## src/rtl/kernel_sysid_arbiter.sv

```systemverilog
// Two-master arbiter in front of a combinational sysid slave (ID / timestamp).
// Optional SYSID_ARB_CACHE_EN adds a two-entry response cache.
module kernel_sysid_arbiter #(
  parameter bit FIXED_PRIO = 1'b0
) (
  input  logic        clock,
  input  logic        reset,
  input  logic        m0_read,
  input  logic        m0_address,
  output logic        m0_waitrequest,
  output logic [31:0] m0_readdata,
  output logic        m0_readdatavalid,
  input  logic        m1_read,
  input  logic        m1_address,
  output logic        m1_waitrequest,
  output logic [31:0] m1_readdata,
  output logic        m1_readdatavalid,
  output logic        sys_address,
  output logic        sys_read,
  input  logic [31:0] sys_readdata
);

  typedef enum logic [1:0] {IDLE, ACCESS, RESP} state_t;

  state_t      state_q, state_d;
  logic        winner_q, winner_d;
  logic        last_q, last_d;
  logic        addr_q, addr_d;
  logic [31:0] fetch;
  logic [31:0] m0_data_q, m1_data_q;

  always_comb begin
    state_d  = state_q;
    winner_d = winner_q;
    last_d   = last_q;
    addr_d   = addr_q;
    unique case (state_q)
      IDLE: begin
        if (m0_read | m1_read) begin
          if (m0_read & m1_read)
            winner_d = FIXED_PRIO ? 1'b0 : ~last_q;
          else
            winner_d = m1_read;
          last_d  = winner_d;
          addr_d  = winner_d ? m1_address : m0_address;
          state_d = ACCESS;
        end
      end
      ACCESS:  state_d = RESP;
      RESP:    state_d = IDLE;
      default: state_d = IDLE;
    endcase
  end

`ifdef SYSID_ARB_CACHE_EN
  logic [1:0]  cache_vld_q;
  logic [31:0] cache_q [2];
  logic        hit;

  assign hit      = cache_vld_q[addr_q];
  assign fetch    = hit ? cache_q[addr_q] : sys_readdata;
  assign sys_read = (state_q == ACCESS) & ~hit;

  always_ff @(posedge clock or posedge reset) begin
    if (reset)
      cache_vld_q <= 2'b00;
    else if (sys_read)
      cache_vld_q[addr_q] <= 1'b1;
  end

  // Data array needs no reset; valid bits gate every use.
  always_ff @(posedge clock) begin
    if (sys_read)
      cache_q[addr_q] <= sys_readdata;
  end
`else
  assign fetch    = sys_readdata;
  assign sys_read = (state_q == ACCESS);
`endif

  always_ff @(posedge clock or posedge reset) begin
    if (reset) begin
      state_q   <= IDLE;
      winner_q  <= 1'b0;
      last_q    <= 1'b1;
      addr_q    <= 1'b0;
      m0_data_q <= '0;
      m1_data_q <= '0;
    end else begin
      state_q  <= state_d;
      winner_q <= winner_d;
      last_q   <= last_d;
      addr_q   <= addr_d;
      if (state_q == ACCESS) begin
        if (winner_q)
          m1_data_q <= fetch;
        else
          m0_data_q <= fetch;
      end
    end
  end

  assign sys_address      = addr_q;
  assign m0_readdata      = m0_data_q;
  assign m1_readdata      = m1_data_q;
  assign m0_waitrequest   = !((state_q == ACCESS) && !winner_q);
  assign m1_waitrequest   = !((state_q == ACCESS) && winner_q);
  assign m0_readdatavalid = (state_q == RESP) && !winner_q;
  assign m1_readdatavalid = (state_q == RESP) && winner_q;

endmodule
```

## config.mk

```make
export PLATFORM = sky130hd
export DESIGN_NAME = kernel_sysid_arbiter
export DESIGN_NICKNAME = d
export VERILOG_FILES = /design/src/rtl/kernel_sysid_arbiter.sv
export SDC_FILE = /design/constraint.sdc
export NUM_CORES = 1
export LEC_CHECK = 0
export CORE_MARGIN = 2
export CORE_UTILIZATION = 25
export CTS_CLUSTER_DIAMETER = 200
export DETAILED_ROUTE_END_ITERATION = 8
export PLACE_DENSITY = 0.58
export RECOVER_POWER = 100
export SYNTH_ARGS = -nofsm -noshare
export SYNTH_HDL_FRONTEND = slang
export SYNTH_SLANG_ARGS = --single-unit
```

## constraint.sdc

```tcl
create_clock -name clock -period 5.65 [get_ports clock]
set_input_delay 1.695 -clock clock [delete_from_list [all_inputs] [get_ports clock]]
set_output_delay 1.695 -clock clock [all_outputs]
set_load 0.05 [all_outputs]
```

==> results of run 1 <==
-- sequential cells by signal, indices dropped and copies added, names as in the netlist --
signal	flops
sys_address	1
m1_readdata	32
m0_readdata	32
winner_q	1
last_q	1
state_q	2
-- cells by family (layout without fill, tap and decap cells) --
logic type             after synthesis  in the layout  synth area share
DFF                                 69             69             0.618
muxes                               66             66             0.305
buffers and inverters               10            129            0.0434
and+or+nand+nor                      7              7            0.0219
AOI/OAI and AO/OA                    5              5            0.0116
-- final timing paths --
path                                      start               to  slack [ps]  cells past startpoint
worst min register to register  m0_readdata[17]  m0_readdata[17]         490                      1
worst max register to register       state_q[0]  m0_readdata[30]        3880                      4
min in group asynchronous                 reset  m0_readdata[25]        2240                      2
max in group asynchronous                 reset           last_q        2230                      3
worst min-delay path            m0_readdata[17]  m0_readdata[17]         490                      1
worst max-delay path                 state_q[0]   m0_waitrequest        2010                      4
-- through the flow --
stage               worst slack, ps  hold WS, ps  instances
floorplan                      2220          500        157
global placement               2440          490        400
detailed placement             2410          494        400
CTS                            2060          509        416
global route                   1880          507        416
finish                         2010          492        416
-- layout make-up --
cell class | instances | area (sq um) | share of cell area
sequential | 69 | 1730 | 0.414
timing repair buffer | 110 | 1090 | 0.262
multi-input combinational | 78 | 920 | 0.220
tap | 140 | 175 | 0.0419
clock buffer | 11 | 141 | 0.0339
clock inverter | 5 | 108 | 0.0258
inverter | 3 | 11.3 | 0.00270
-- placed cells by master, fill, tap and decap left out, types with 2 or more instances in the layout --
cell / count
clkdlybuf4s50_1: 3
clkbuf_8: 10
bufinv_16: 3
dlygate4sd3_1: 104
clkinv_4: 2
mux2_1: 7
mux2_4: 22
dfrtp_1: 68
nor2b_4: 2
mux2_2: 37
inv_1: 3
buf_4: 3
-- routing by layer --
metal / global-route usage / vias up / part of all wire
li1: - / 779 / -
met1: 0.140 / 860 / 0.45
met2: 0.172 / 65 / 0.48
met3: 0.0439 / 7 / 0.067
met4: 0.0325 / 0 / 0.0097
met5: 0 / - / 0
==> run summary, run 1 <==
most frequent cell after synthesis = dfrtp_1
CP top delay family = buffers and inverters
endpoints failing setup = 0
Die Span Y = 110 um
CP arrival = 1940 ps
fmax = 0.275 GHz
Commonest cells post-synth = dfrtp_1, mux2_2, mux2_4, buf_12, inv_1
Total Nets Final = 309
Seq/Total Area, Yosys = 0.618
CTS hold repair buffers = 0
ys async rst share = 1.00
DIE AREA = 12000 sq um
fin area = 4180 sq um
remaining global-route overflow = 0
routed length per instance = 14.8 um
Worst-Margin Slew = 1470 ps
Routed Antenna Nets = 0
CTS HTree Levels = 3
clock latency on the worst-skew pair = 340 ps
slowest stage cell, crit path = dlygate4sd3_1
final cell utilization of the core = 0.384
Slew Viols, Final = 0
worst hold path class = reg -> reg
CTS tree = yes
Critical Path RT = 3950 ps
slowest cell delay on critical path = 860 ps
Worst-path clk slew = 70 ps
DP HPWL = 4270 um
Tmin final = 3640 ps
CP most frequent cell = nor2b_4
Setup crit start kind = flop
Synth Flop Type = dfrtp_1
Synth area leaders = dfrtp_1, mux2_4, mux2_2
num ports = 108
Fill cells = 1066
max_cap viols = 0
Die X = 110 um
share of post-route cells with drive strength above 1 = 0.297
row cnt = 38
number of global-route vias before repair = 1809
Max-slew headroom = 0.0212
Tcrit/Tclk final = 0.644
synthesized area = 2800 sq um
CTS Buf Count = 9
crit path capture type = output pin
first-pass GRT wire length = 9890 um
vias per cell = 4.11
final WL = 6170 um
# DRC = 0
largest net degree at the start of global routing = 39
placed cell areas = 3950 sq um
status = completed
setup TNS = 0 ps
CP bufs+invs = 2
Net Count, Synth = 195
RSZ-0062 raised after global routing = no
synthesized area per cell = 17.8 sq um
post-synth top area cell = dfrtp_1
violation count after the first detailed-route iteration = 79
Gate Count Post-Synth = 157
Worst Path Max Fanout = 5
final hold violations = 0
worst-path cell chain = nor2b_4, nor2b_4, inv_1, dlygate4sd3_1
IO Port Bufs = 107
CTS Sinks = 69
CTS max path bufs = 2
Core Area = 10900 sq um
ANT cells = 0
clock skew = 12.7 ps
Synth Warn # = 0
Layout area overhead = 49.4%
Root Driver = clkbuf_8
router iterations before antenna repair = 3
GPL Wtd Cong = 0.645
initial antenna violation count = 0
Initial Util = 0.257
Post-synth EDFFs = 0
top-area cell type share of the netlist area = 0.609
WS Path Type = reg -> out
routed vias = 1711
post-synth cell types = 19
Total GRT Usage = 0.110
number of setup buffers added after CTS = 0
# resized after CTS = 0
flops & latches, synth = 69
Power of run 1 is left out: the tool's default activity adds up to more than one toggle a clock period on the data nets, which glitch-free logic cannot reach.
==> inputs of run 2 (changes only) <==
clock period = 3.6 ns   (was 5.65 ns; I/O delays follow)
==> run summary, run 2 (synthesis gave the netlist of run 1 again) <==
status = finished with violations
failing checks = max-capacitance violations, max-slew violations
Critical Path RT = 2520 ps
# resized after CTS = 0
Slew Viols, Final = 66
crit path capture type = output pin
number of global-route vias before repair = 1867
Root Driver = clkbuf_8
max_cap viols = 2
Routed Antenna Nets = 0
first-pass GRT wire length = 9480 um
# DRC = 0
num ports = 108
setup TNS = 0 ps
Worst-Margin Slew = 2090 ps
fmax = 0.332 GHz
share of post-route cells with drive strength above 1 = 0.207
CTS hold repair buffers = 0
clock latency on the worst-skew pair = 330 ps
final hold violations = 0
Setup crit start kind = flop
violation count after the first detailed-route iteration = 33
IO Port Bufs = 107
RSZ-0062 raised after global routing = no
number of setup buffers added after CTS = 0
router iterations before antenna repair = 4
CTS max path bufs = 2
vias per cell = 4.08
largest net degree at the start of global routing = 43
initial antenna violation count = 0
CTS tree = yes
clock skew = 8.02 ps
commonest non-fill, non-tap cell in the layout = dlygate4sd3_1
Tmin final = 3020 ps
Layout area overhead = 44.1%
final WL = 5920 um
DP HPWL = 4040 um
ANT cells = 0
Initial Util = 0.257
CP arrival = 1940 ps
Die Span Y = 110 um
remaining global-route overflow = 0
Total GRT Usage = 0.107
Die X = 110 um
WS Path Type = reg -> out
most frequent cells in the layout = dlygate4sd3_1, dfrtp_1, mux2_2, clkdlybuf4s50_1, mux2_1
routed length per instance = 14.2 um
Worst Path Max Fanout = 5
Max-slew headroom = -0.394
Tcrit/Tclk final = 0.838
GPL Wtd Cong = 0.620
endpoints failing setup = 0
Worst-path clk slew = 80 ps
CTS Sinks = 69
DIE AREA = 12000 sq um
row cnt = 38
CTS Buf Count = 9
Core Area = 10900 sq um
routed vias = 1696
CTS HTree Levels = 3
Total Nets Final = 309
worst hold path class = reg -> reg
run 2: cell types whose count changed in the layout (fill, tap and decap cells not counted), sizes merged:
cell           change
bufinv             -2
dlygate4sd3       -33
clkdlybuf4s50     +32
buf                -2
clkinv             +1
clkbuf             +2
clkinvlp           +2
run 2: layout make-up:
cell class	instances	area (sq um)
clock buffers	10	128
clock inverters	6	63.8
fillers	1091	6860
inverters	3	11.3
multi-input cells	78	831
flip-flops and latches	69	1730
well taps	140	175
repair buffers	110	1090
run 2: critical path, cell delays in order, from the launching register on:
cell,delay [ps]
dfrtp_1,410
nor2b_1,160
nand2_1,120
dlygate4sd3_1,910
run 2: layer usage:
layer / part of all wire / wire [um] / track usage
met2: 0.47 / 2810 / 0.166
met4: 0.011 / 64 / 0.0353
met1: 0.44 / 2590 / 0.133
met3: 0.078 / 462 / 0.0480
met5: 0 / 0 / 0
run 2: worst paths after layout:
path | start | endpoint | slack, ps | depth (start not counted)
setup / recovery | state_q[0] | m1_waitrequest | 580 | 3
hold / removal | m0_readdata[4] | m0_readdata[4] | 480 | 1
setup reg to reg | state_q[0] | m0_readdata[28] | 690 | 4
hold reg to reg | m0_readdata[4] | m0_readdata[4] | 480 | 1
max in group asynchronous | reset | last_q | 1310 | 3
min in group asynchronous | reset | m1_readdata[9] | 1460 | 2
run 2: metrics by stage:
stage / setup slack (ps) / cells / util / instance area [sq um] / hold slack [ps]
2_1_floorplan: 782 / 157 / - / 2800 / 500
3_3_place_gp: 1020 / 400 / 0.364 / 3960 / 489
3_5_place_dp: 1030 / 400 / 0.364 / 3960 / 492
4_1_cts: 640 / 416 / 0.382 / 4160 / 511
5_1_grt: 431 / 416 / 0.370 / 4030 / 509
6_report: 584 / 416 / 0.370 / 4030 / 482
Power of run 2 is left out for the same reason.
==> inputs of run 3 (changes only) <==
PLACE_DENSITY = 0.59   (was 0.58)
clock period = 2.6 ns   (was 3.6 ns; I/O delays follow)
==> run summary, run 3 (synthesis gave the netlist of run 1 again) <==
status = completed
cell count of the worst hold path = 1
slowest cell delay on critical path = 890 ps
CTS Sinks = 69
Routed Antenna Nets = 0
clock latency on the worst-skew pair = 340 ps
final hold violations = 0
CTS hold repair buffers = 0
hold path start = m0_readdata[15]
router iterations before antenna repair = 2
vias per cell = 4.17
first-pass GRT wire length = 9440 um
routed vias = 1739
Max-slew headroom = 0.365
reg2reg end = m0_readdata[13]
remaining global-route overflow = 0
CTS HTree Levels = 3
Die Span Y = 110 um
max_cap viols = 0
Storage cell area = 1730 sq um
WS Path Type = reg -> out
Critical Path RT = 1820 ps
CTS tree = yes
worst-path cell chain = dlygate4sd3_1
GPL Wtd Cong = 0.654
slowest stage cell, crit path = dlygate4sd3_1
CTS Buf Count = 9
Fill cells = 1094
multi-input logic area = 842 sq um
share of post-route cells with drive strength above 1 = 0.235
Die X = 110 um
fmax = 0.423 GHz
Initial Util = 0.257
Setup crit start = m0_readdata[3]
placed cell count = 401
worst hold path endpoint = m0_readdata[15]
r2r setup slk = 510 ps
Setup crit start kind = flop
row cnt = 38
final WL = 6000 um
ANT cells = 0
non-filler cells in the finished layout = 417
Reg2Reg Launch Point = state_q[0]
largest net degree at the start of global routing = 70
CP top delay family = buffers and inverters
Layout area overhead = 44.4%
Tmin final = 2360 ps
hold slack final = 485 ps
Worst-Margin Slew = 953 ps
commonest non-fill, non-tap cell in the layout = dfrtp_1
routed length per instance = 14.4 um
endpoints failing setup = 0
Slew Viols, Final = 0
violation count after the first detailed-route iteration = 33
IO Port Bufs = 107
# DRC = 0
RSZ-0062 raised after global routing = no
number of global-route vias before repair = 1813
Total GRT Usage = 0.106
Core Area = 10900 sq um
DP Worst Slack = 289 ps
cells on worst reg2reg path = 4
num ports = 108
CP arrival = 1580 ps
CTS max path bufs = 2
Tcrit/Tclk final = 0.910
final worst slack = 235 ps
most frequent cells in the layout = dfrtp_1, dlygate4sd3_1, mux2_2, clkdlybuf4s50_1, mux2_1
Total Nets Final = 310
initial antenna violation count = 0
crit path capture type = output pin
setup TNS = 0 ps
worst hold path class = reg -> reg
CP bufs+invs = 1
Worst-path clk slew = 80 ps
DP HPWL = 4070 um
clock skew = 7.15 ps
Worst Path Max Fanout = 2
DIE AREA = 12000 sq um
Root Driver = clkbuf_8
## run 3: changes by cell type in the layout (fill, tap and decap cells not counted), sizes merged
cell,previous run,this run
clkbuf,13,19
buf,1,0
dlygate4sd3,71,67
dlygate4sd2,0,1
inv,3,2
## run 3: area by class of cell
cell class | instances | area share
inverter | 3 | 0.00279
clock inverter | 5 | 0.0146
timing repair buffer | 111 | 0.265
sequential | 69 | 0.428
multi-input combinational | 78 | 0.209
clock buffer | 11 | 0.0375
tap | 140 | 0.0434
## run 3: metrics by stage
step	area, sq um	utilization
detailed placement	3980	0.365
CTS	4190	0.385
finish	4040	0.371
global placement	3980	0.365
floorplan	2800	-
global route	4040	0.371
## run 3: worst max path at each step
stage,endpoint,slack [ps],cells past startpoint
after floorplan,m0_readdata[0],80,1
after global placement,sys_address,340,4
after detailed placement,sys_address,290,4
after CTS,sys_read,40,2
after global routing,m1_readdata[0],150,1
final,m0_readdata[3],240,1
## run 3: metal layers
layer / GRT usage / part of all wire / vias up
met3: 0.0474 / 0.082 / 8
met1: 0.137 / 0.45 / 883
li1: - / - / 781
met2: 0.153 / 0.45 / 67
met5: 0 / 0 / -
met4: 0.0434 / 0.013 / 0
## run 3: what timing repair did
action	CTS	global route
setup buffers	0	0
gates resized for setup	1	1
setup endpoints to repair	1	1
Power of run 3 is left out for the same reason.
